==> config.mk <==
export PLATFORM = sky130hd
export DESIGN_NAME = ram_byte_adapter_flat
export DESIGN_NICKNAME = d
export VERILOG_FILES = /design/src/rtl/ram_byte_adapter_if.sv /design/src/rtl/ram_byte_adapter.sv /design/src/flat_wrapper.sv
export SDC_FILE = /design/constraint.sdc
export NUM_CORES = 1
export LEC_CHECK = 0
export CAP_MARGIN = 25
export CORE_UTILIZATION = 51
export DETAILED_ROUTE_END_ITERATION = 12
export MAX_ROUTING_LAYER = met4
export PLACE_DENSITY = 0.86
export SLEW_MARGIN = 20
export SYNTH_ARGS = -nofsm -noshare
export SYNTH_HDL_FRONTEND = slang
export SYNTH_SLANG_ARGS = --single-unit
==> constraint.sdc <==
create_clock -name clock -period 3.33 [get_ports clock]
set_clock_uncertainty 0.2 [all_clocks]
set_input_delay 0.666 -clock clock [delete_from_list [all_inputs] [get_ports clock]]
set_output_delay 0.666 -clock clock [all_outputs]
set_load 0.03 [all_outputs]
==> src/rtl/ram_byte_adapter_if.sv <==
// Request/response bundle between the load/store path and ram_byte_adapter.
// The master issues one request at a time; the slave answers with a one-cycle
// response pulse carrying zero-extended load data.
interface ram_byte_adapter_if #(
  parameter int ADDR_W = 8,
  parameter int NBYTES = 4
);
  logic                  req_valid;
  logic                  req_ready;
  logic                  req_we;
  logic [1:0]            req_size;
  logic [ADDR_W-1:0]     req_addr;
  logic [8*NBYTES-1:0]   req_wdata;
  logic                  rsp_valid;
  logic [8*NBYTES-1:0]   rsp_rdata;

  modport master (
    output req_valid, req_we, req_size, req_addr, req_wdata,
    input  req_ready, rsp_valid, rsp_rdata
  );

  modport slave (
    input  req_valid, req_we, req_size, req_addr, req_wdata,
    output req_ready, rsp_valid, rsp_rdata
  );
endinterface

==> src/rtl/ram_byte_adapter.sv <==
// Serialises one word/halfword/byte load or store into little-endian
// single-byte accesses on an 8-bit synchronous RAM and reassembles load data.
// All outputs are registered; idx_r counts the bytes already presented.
module ram_byte_adapter #(
  parameter int ADDR_W = 8,
  parameter int NBYTES = 4
) (
  input  logic              clock,
  input  logic              reset,
  ram_byte_adapter_if.slave bus,
  output logic [ADDR_W-1:0] ram_address,
  output logic [31:0]       ram_data,
  output logic              ram_wren,
  input  logic [7:0]        ram_q
);
  localparam int DATA_W = 8 * NBYTES;
  localparam int IDX_W  = $clog2(NBYTES + 1);
  localparam int BSEL_W = $clog2(NBYTES);

  localparam logic [2:0] ST_IDLE    = 3'd0;
  localparam logic [2:0] ST_WR      = 3'd1;
  localparam logic [2:0] ST_RD      = 3'd2;
  localparam logic [2:0] ST_RD_TAIL = 3'd3;
  localparam logic [2:0] ST_RSP     = 3'd4;

  // Number of byte accesses for a size code; reserved code 11 acts as a word.
  function automatic logic [IDX_W-1:0] byte_count(input logic [1:0] size);
    case (size)
      2'b00:   byte_count = IDX_W'(1);
      2'b01:   byte_count = IDX_W'(2);
      default: byte_count = IDX_W'(NBYTES);
    endcase
  endfunction

  logic [2:0]        state_r;
  logic [IDX_W-1:0]  idx_r;
  logic [IDX_W-1:0]  cnt_r;
  logic [ADDR_W-1:0] addr_r;
  logic [DATA_W-1:0] wdata_r;
  logic [DATA_W-1:0] cap_r;
  logic              ready_r;
  logic              rsp_valid_r;
  logic [DATA_W-1:0] rsp_rdata_r;

  logic [BSEL_W-1:0] bsel_s;
  logic [DATA_W-1:0] cap_merge_s;
  logic [ADDR_W-1:0] next_addr_s;
  logic [7:0]        next_byte_s;

  assign bus.req_ready = ready_r;
  assign bus.rsp_valid = rsp_valid_r;
  assign bus.rsp_rdata = rsp_rdata_r;

  // Capture lane for ram_q (RAM answers one cycle late) and next byte to present.
  always_comb begin
    bsel_s = {BSEL_W{1'b0}};
    if (state_r == ST_RD_TAIL) begin
      bsel_s = BSEL_W'(cnt_r - IDX_W'(1));
    end else begin
      bsel_s = BSEL_W'(idx_r - IDX_W'(2));
    end
    cap_merge_s = cap_r;
    cap_merge_s[{bsel_s, 3'b000} +: 8] = ram_q;
    next_addr_s = addr_r + ADDR_W'(idx_r);
    next_byte_s = wdata_r[{BSEL_W'(idx_r), 3'b000} +: 8];
  end

  // Sequencer: accept, byte-serial write/read, read tail, one-cycle response.
  always_ff @(posedge clock) begin
    if (reset) begin
      state_r     <= ST_IDLE;
      idx_r       <= {IDX_W{1'b0}};
      cnt_r       <= {IDX_W{1'b0}};
      addr_r      <= {ADDR_W{1'b0}};
      wdata_r     <= {DATA_W{1'b0}};
      cap_r       <= {DATA_W{1'b0}};
      ready_r     <= 1'b1;
      rsp_valid_r <= 1'b0;
      rsp_rdata_r <= {DATA_W{1'b0}};
      ram_address <= {ADDR_W{1'b0}};
      ram_data    <= 32'h0000_0000;
      ram_wren    <= 1'b0;
    end else begin
      case (state_r)
        ST_IDLE: begin
          rsp_valid_r <= 1'b0;
          if (bus.req_valid && ready_r) begin
            state_r     <= bus.req_we ? ST_WR : ST_RD;
            ready_r     <= 1'b0;
            addr_r      <= bus.req_addr;
            wdata_r     <= bus.req_wdata;
            cnt_r       <= byte_count(bus.req_size);
            cap_r       <= {DATA_W{1'b0}};
            // byte 0 goes out right away, so one byte is already issued
            idx_r       <= IDX_W'(1);
            ram_address <= bus.req_addr;
            ram_data    <= {24'h00_0000, bus.req_wdata[7:0]};
            ram_wren    <= bus.req_we;
          end
        end
        ST_WR: begin
          if (idx_r == cnt_r) begin
            state_r     <= ST_RSP;
            ram_wren    <= 1'b0;
            rsp_valid_r <= 1'b1;
            rsp_rdata_r <= {DATA_W{1'b0}};
          end else begin
            ram_address <= next_addr_s;
            ram_data    <= {24'h00_0000, next_byte_s};
            idx_r       <= idx_r + IDX_W'(1);
          end
        end
        ST_RD: begin
          if (idx_r >= IDX_W'(2)) begin
            cap_r <= cap_merge_s;
          end
          if (idx_r == cnt_r) begin
            state_r <= ST_RD_TAIL;
          end else begin
            ram_address <= next_addr_s;
            idx_r       <= idx_r + IDX_W'(1);
          end
        end
        ST_RD_TAIL: begin
          cap_r       <= cap_merge_s;
          rsp_rdata_r <= cap_merge_s;
          rsp_valid_r <= 1'b1;
          state_r     <= ST_RSP;
        end
        ST_RSP: begin
          rsp_valid_r <= 1'b0;
          ready_r     <= 1'b1;
          state_r     <= ST_IDLE;
        end
        default: begin
          state_r     <= ST_IDLE;
          ready_r     <= 1'b1;
          rsp_valid_r <= 1'b0;
          ram_wren    <= 1'b0;
        end
      endcase
    end
  end
endmodule

==> src/flat_wrapper.sv <==
// flat-port wrapper written by rule: the top's interface ports become plain ports
module ram_byte_adapter_flat 
#(
  parameter int ADDR_W = 8,
  parameter int NBYTES = 4
)
  (clock, reset, ram_address, ram_data, ram_wren, ram_q, bus_req_valid, bus_req_we, bus_req_size, bus_req_addr, bus_req_wdata, bus_req_ready, bus_rsp_valid, bus_rsp_rdata);
  ram_byte_adapter_if #(.ADDR_W(ADDR_W), .NBYTES(NBYTES)) bus_i ();
  input  logic clock;
  input  logic reset;
  output logic [ADDR_W-1:0] ram_address;
  output logic [31:0] ram_data;
  output logic ram_wren;
  input  logic [7:0] ram_q;
  input wire logic [$bits(bus_i.req_valid)-1:0] bus_req_valid;
  input wire logic [$bits(bus_i.req_we)-1:0] bus_req_we;
  input wire logic [$bits(bus_i.req_size)-1:0] bus_req_size;
  input wire logic [$bits(bus_i.req_addr)-1:0] bus_req_addr;
  input wire logic [$bits(bus_i.req_wdata)-1:0] bus_req_wdata;
  output wire logic [$bits(bus_i.req_ready)-1:0] bus_req_ready;
  output wire logic [$bits(bus_i.rsp_valid)-1:0] bus_rsp_valid;
  output wire logic [$bits(bus_i.rsp_rdata)-1:0] bus_rsp_rdata;
  assign bus_i.req_valid = bus_req_valid;
  assign bus_i.req_we = bus_req_we;
  assign bus_i.req_size = bus_req_size;
  assign bus_i.req_addr = bus_req_addr;
  assign bus_i.req_wdata = bus_req_wdata;
  assign bus_req_ready = bus_i.req_ready;
  assign bus_rsp_valid = bus_i.rsp_valid;
  assign bus_rsp_rdata = bus_i.rsp_rdata;
  ram_byte_adapter #(.ADDR_W(ADDR_W), .NBYTES(NBYTES)) u_core (.clock(clock), .reset(reset), .bus(bus_i), .ram_address(ram_address), .ram_data(ram_data), .ram_wren(ram_wren), .ram_q(ram_q));
endmodule
==> run summary <==
Outcome = complete, no violations
Clock tree buffer depth = 2
Worst Path Max Fanout = 11
Power density over cell area = 619.9 nW/um2
Ys flop type = dfxtp_1
#FFs+latches synth = 132
Mean Syn Cell Area = 9.455 um2
Vias per inst = 5.647
Multiplexer area fraction after synthesis = 0.08475
Largest net degree at the start of global routing = 65
Cell count after synthesis = 623
GRT Total Usage = 0.2539
Largest family of logic cells by synthesized area = compound AO/OA/AOI/OAI gates
Antenna violations before repair = 0
Layout area overhead = 26.87%
Cell taking the most area after synthesis = dfxtp_1
Clock power frac = 0.392
DP Worst Slack = 0.1953 ns
Post-synthesis sequential area ratio = 0.4486
Synth Area in XOR/XNOR = 0.01784
Top post-synthesis cells by count = dfxtp_1 (132), nand2_1 (101), a21oi_1 (64), nor2_1 (43), buf_4 (33)
Mapped Area = 5891 um2
CP Launch Type = register
Sequential Power Share = 0.385
Residual DRC = 0
CTS tree = done
Synth Area in Adders = 0.02039
First-pass GRT wire length = 23020 um
Post-synth top area share = 0.4486
Routed len/inst = 16.29 um
Final setup viols = 0
Max_cap viols = 0
DIE HEIGHT = 109.5 um
WL final = 14160 um
Syn. warnings = 0
Worst slew pin tran = 0.9310 ns
Pint = 3.095 mW
Ant diodes = 0
Slew margin rel. = 0.3794
H-tree lvl count = 4
Compound-Gate Fraction of Synth Area = 0.2022
Ports = 129
CP Cell Sequence = nand3b_4 > mux2i_4 > inv_2 > ha_1 > nor2_1 > and3_1 > and3_2 > a22o_1
Vias in the first global route = 4690
Clock sink total = 132
RSZ-0062 raised after global routing = no
Starting Density = 0.5340
Die span in x = 109.5 um
Root Driver = clkbuf_16
Setup crit end kind = register
Max frequency = 317.6 MHz
Most frequent cell after synthesis = dfxtp_1
Fin nets = 779
Buffers & Inverters on Critical Path = 1
CP arrival = 3.31 ns
Post-CTS Repair Setup Buffers = 0
Skew-Pair Late Insertion Delay = 0.42 ns
CP required = 3.49 ns
Total net switching power = 1.538 mW
Min Clock Period, post-route = 3.149 ns
Net Sw Frac = 0.3319
Final hold viol count = 0
Top delay family on crit path = simple AND/OR/NAND/NOR gates
DP HPWL = 9390 um
Final core utilization = 0.6775
Setup ws final = 0.1814 ns
Worst-path clk slew = 0.07 ns
Top cells by area, synth = dfxtp_1 (45%), nand2_1 (6.4%), a21oi_1 (5.4%), mux2i_1 (4.6%), buf_4 (4.2%)
Crit share post-route = 0.9455
Initial DRC count = 365
Ys async rst share = 0
Cts hold-fix bufs = 0
Slew Limit Fails = 0
Die ar. = 11980 um2
Slowest cell on crit path = dfxtp_1
Grt ovf = 0
Filler cell count = 841
HP Class = reg2reg
Pre-antenna DRT Iters = 7
Post-Synth Simple-Gate Area = 0.1546
Total power draw = 4.633 mW
Post-route ant nets = 0
CP Class = reg2reg
Static leakage = 2.846 nW
Routability-driven placement congestion ratio = 0.8343
Vias = 4907
IO Port Bufs = 104
Share of cells above drive strength 1 = 0.09877
Post-synth EDFFs = 0
Max incr delay on CP = 0.58 ns
Peak supply drop = 0.0003624 V
Fin Setup TNS = 0 ns
Library cells used by synthesis = 57
Core Area = 11030 um2
Combinational power share = 0.223
CTS Buf Count = 17
Std cell rows = 38
[state kept, by name, indices dropped and copies added, names as in the netlist, 3 cells and up]
| register | count |
|---|---|
| u_core.ram_address | 8 |
| u_core.cnt_r | 3 |
| u_core.bus.rsp_rdata | 32 |
| u_core.ram_data | 8 |
| u_core.state_r | 3 |
| u_core.wdata_r | 32 |
| u_core.addr_r | 8 |
| u_core.cap_r | 32 |
| u_core.idx_r | 3 |
[per-stage QoR]
stage | instances | hold slack (ns) | area [um2]
floorplan | 646 | 0.2331 | 5977
global placement | 837 | 0.2377 | 6893
detailed placement | 837 | 0.2454 | 6893
CTS | 869 | 0.2546 | 7470
global route | 869 | 0.2760 | 7473
finish | 869 | 0.2550 | 7473
[path summary, 6_finish.rpt]
kind                                                     start                        endpoint  slack [ns]  cells past startpoint
worst max-delay path            u_core.state_r[2]$_SDFFE_PP0P_    u_core.cap_r[9]$_SDFFE_PP0P_        0.18                      8
worst min-delay path            u_core.wdata_r[8]$_SDFFE_PP0P_  u_core.wdata_r[8]$_SDFFE_PP0P_        0.25                      2
worst max register to register  u_core.state_r[2]$_SDFFE_PP0P_    u_core.cap_r[9]$_SDFFE_PP0P_        0.18                      8
worst min register to register  u_core.wdata_r[8]$_SDFFE_PP0P_  u_core.wdata_r[8]$_SDFFE_PP0P_        0.25                      2
[cell families after synthesis]
family / Yosys count
buf+inv: 72
other cells: 1
mux: 38
flops: 132
simple gates: 196
xor+xnor: 12
compound gates: 163
fa+ha+maj: 9
[timing repair]
action                                  in CTS  in global routing
endpoints found under the setup margin       0                 16
hold endpoints to repair                     0                  0
gates resized for setup                      0                  2
[placed cells by master (no fill, tap or decap), drive strengths merged, types with 5 or more instances in the layout]
cell and n:
inv 22, and2 10, and3 10, a22o 24, a22oi 8, dfxtp 132, o21ai 5, nor2 44
xor2 9, mux2i 28, a211oi 12, nor2b 10, a21oi 66, nand2 102, o2bb2ai 24, mux4 8
conb 24, a222oi 8, buf 10, clkdlybuf4s50 103, ha 8, clkbuf 17
[power by group through the flow]
stage                     combinational, mW  sequential, mW  clock, mW
after floorplan                       0.666            1.89          0
after global placement                0.994            1.81          0
after detailed placement               1.02            1.82          0
after CTS                              1.03            1.78       1.83
after global routing                   1.12            1.80       1.90
final                                  1.03            1.78       1.82
[metal layers]
metal	part of all wire	vias up	routed length (um)	track usage
met1	0.42	2310	5921	0.3069
li1	-	2361	-	-
met5	0	-	0	-
met2	0.50	206	7011	0.4128
met4	0.021	0	304	0.1048
met3	0.065	30	918	0.05276
[worst min-delay path: stages, from the launching register on]
cell	delay (ns)
dfxtp_1	0.31
nand2_1	0.05
a21oi_1	0.05
[area by class of cell]
cell class	count	area, um2	area share
well taps	140	175.2	0.02344
inverters	10	42.54	0.005692
repair buffers	113	1104	0.1477
flip-flops and latches	132	2643	0.3536
clock buffers	17	425.4	0.05692
clock inverters	15	151.4	0.02026
multi-input cells	442	2933	0.3924
(Power assumes the default switching activity.)
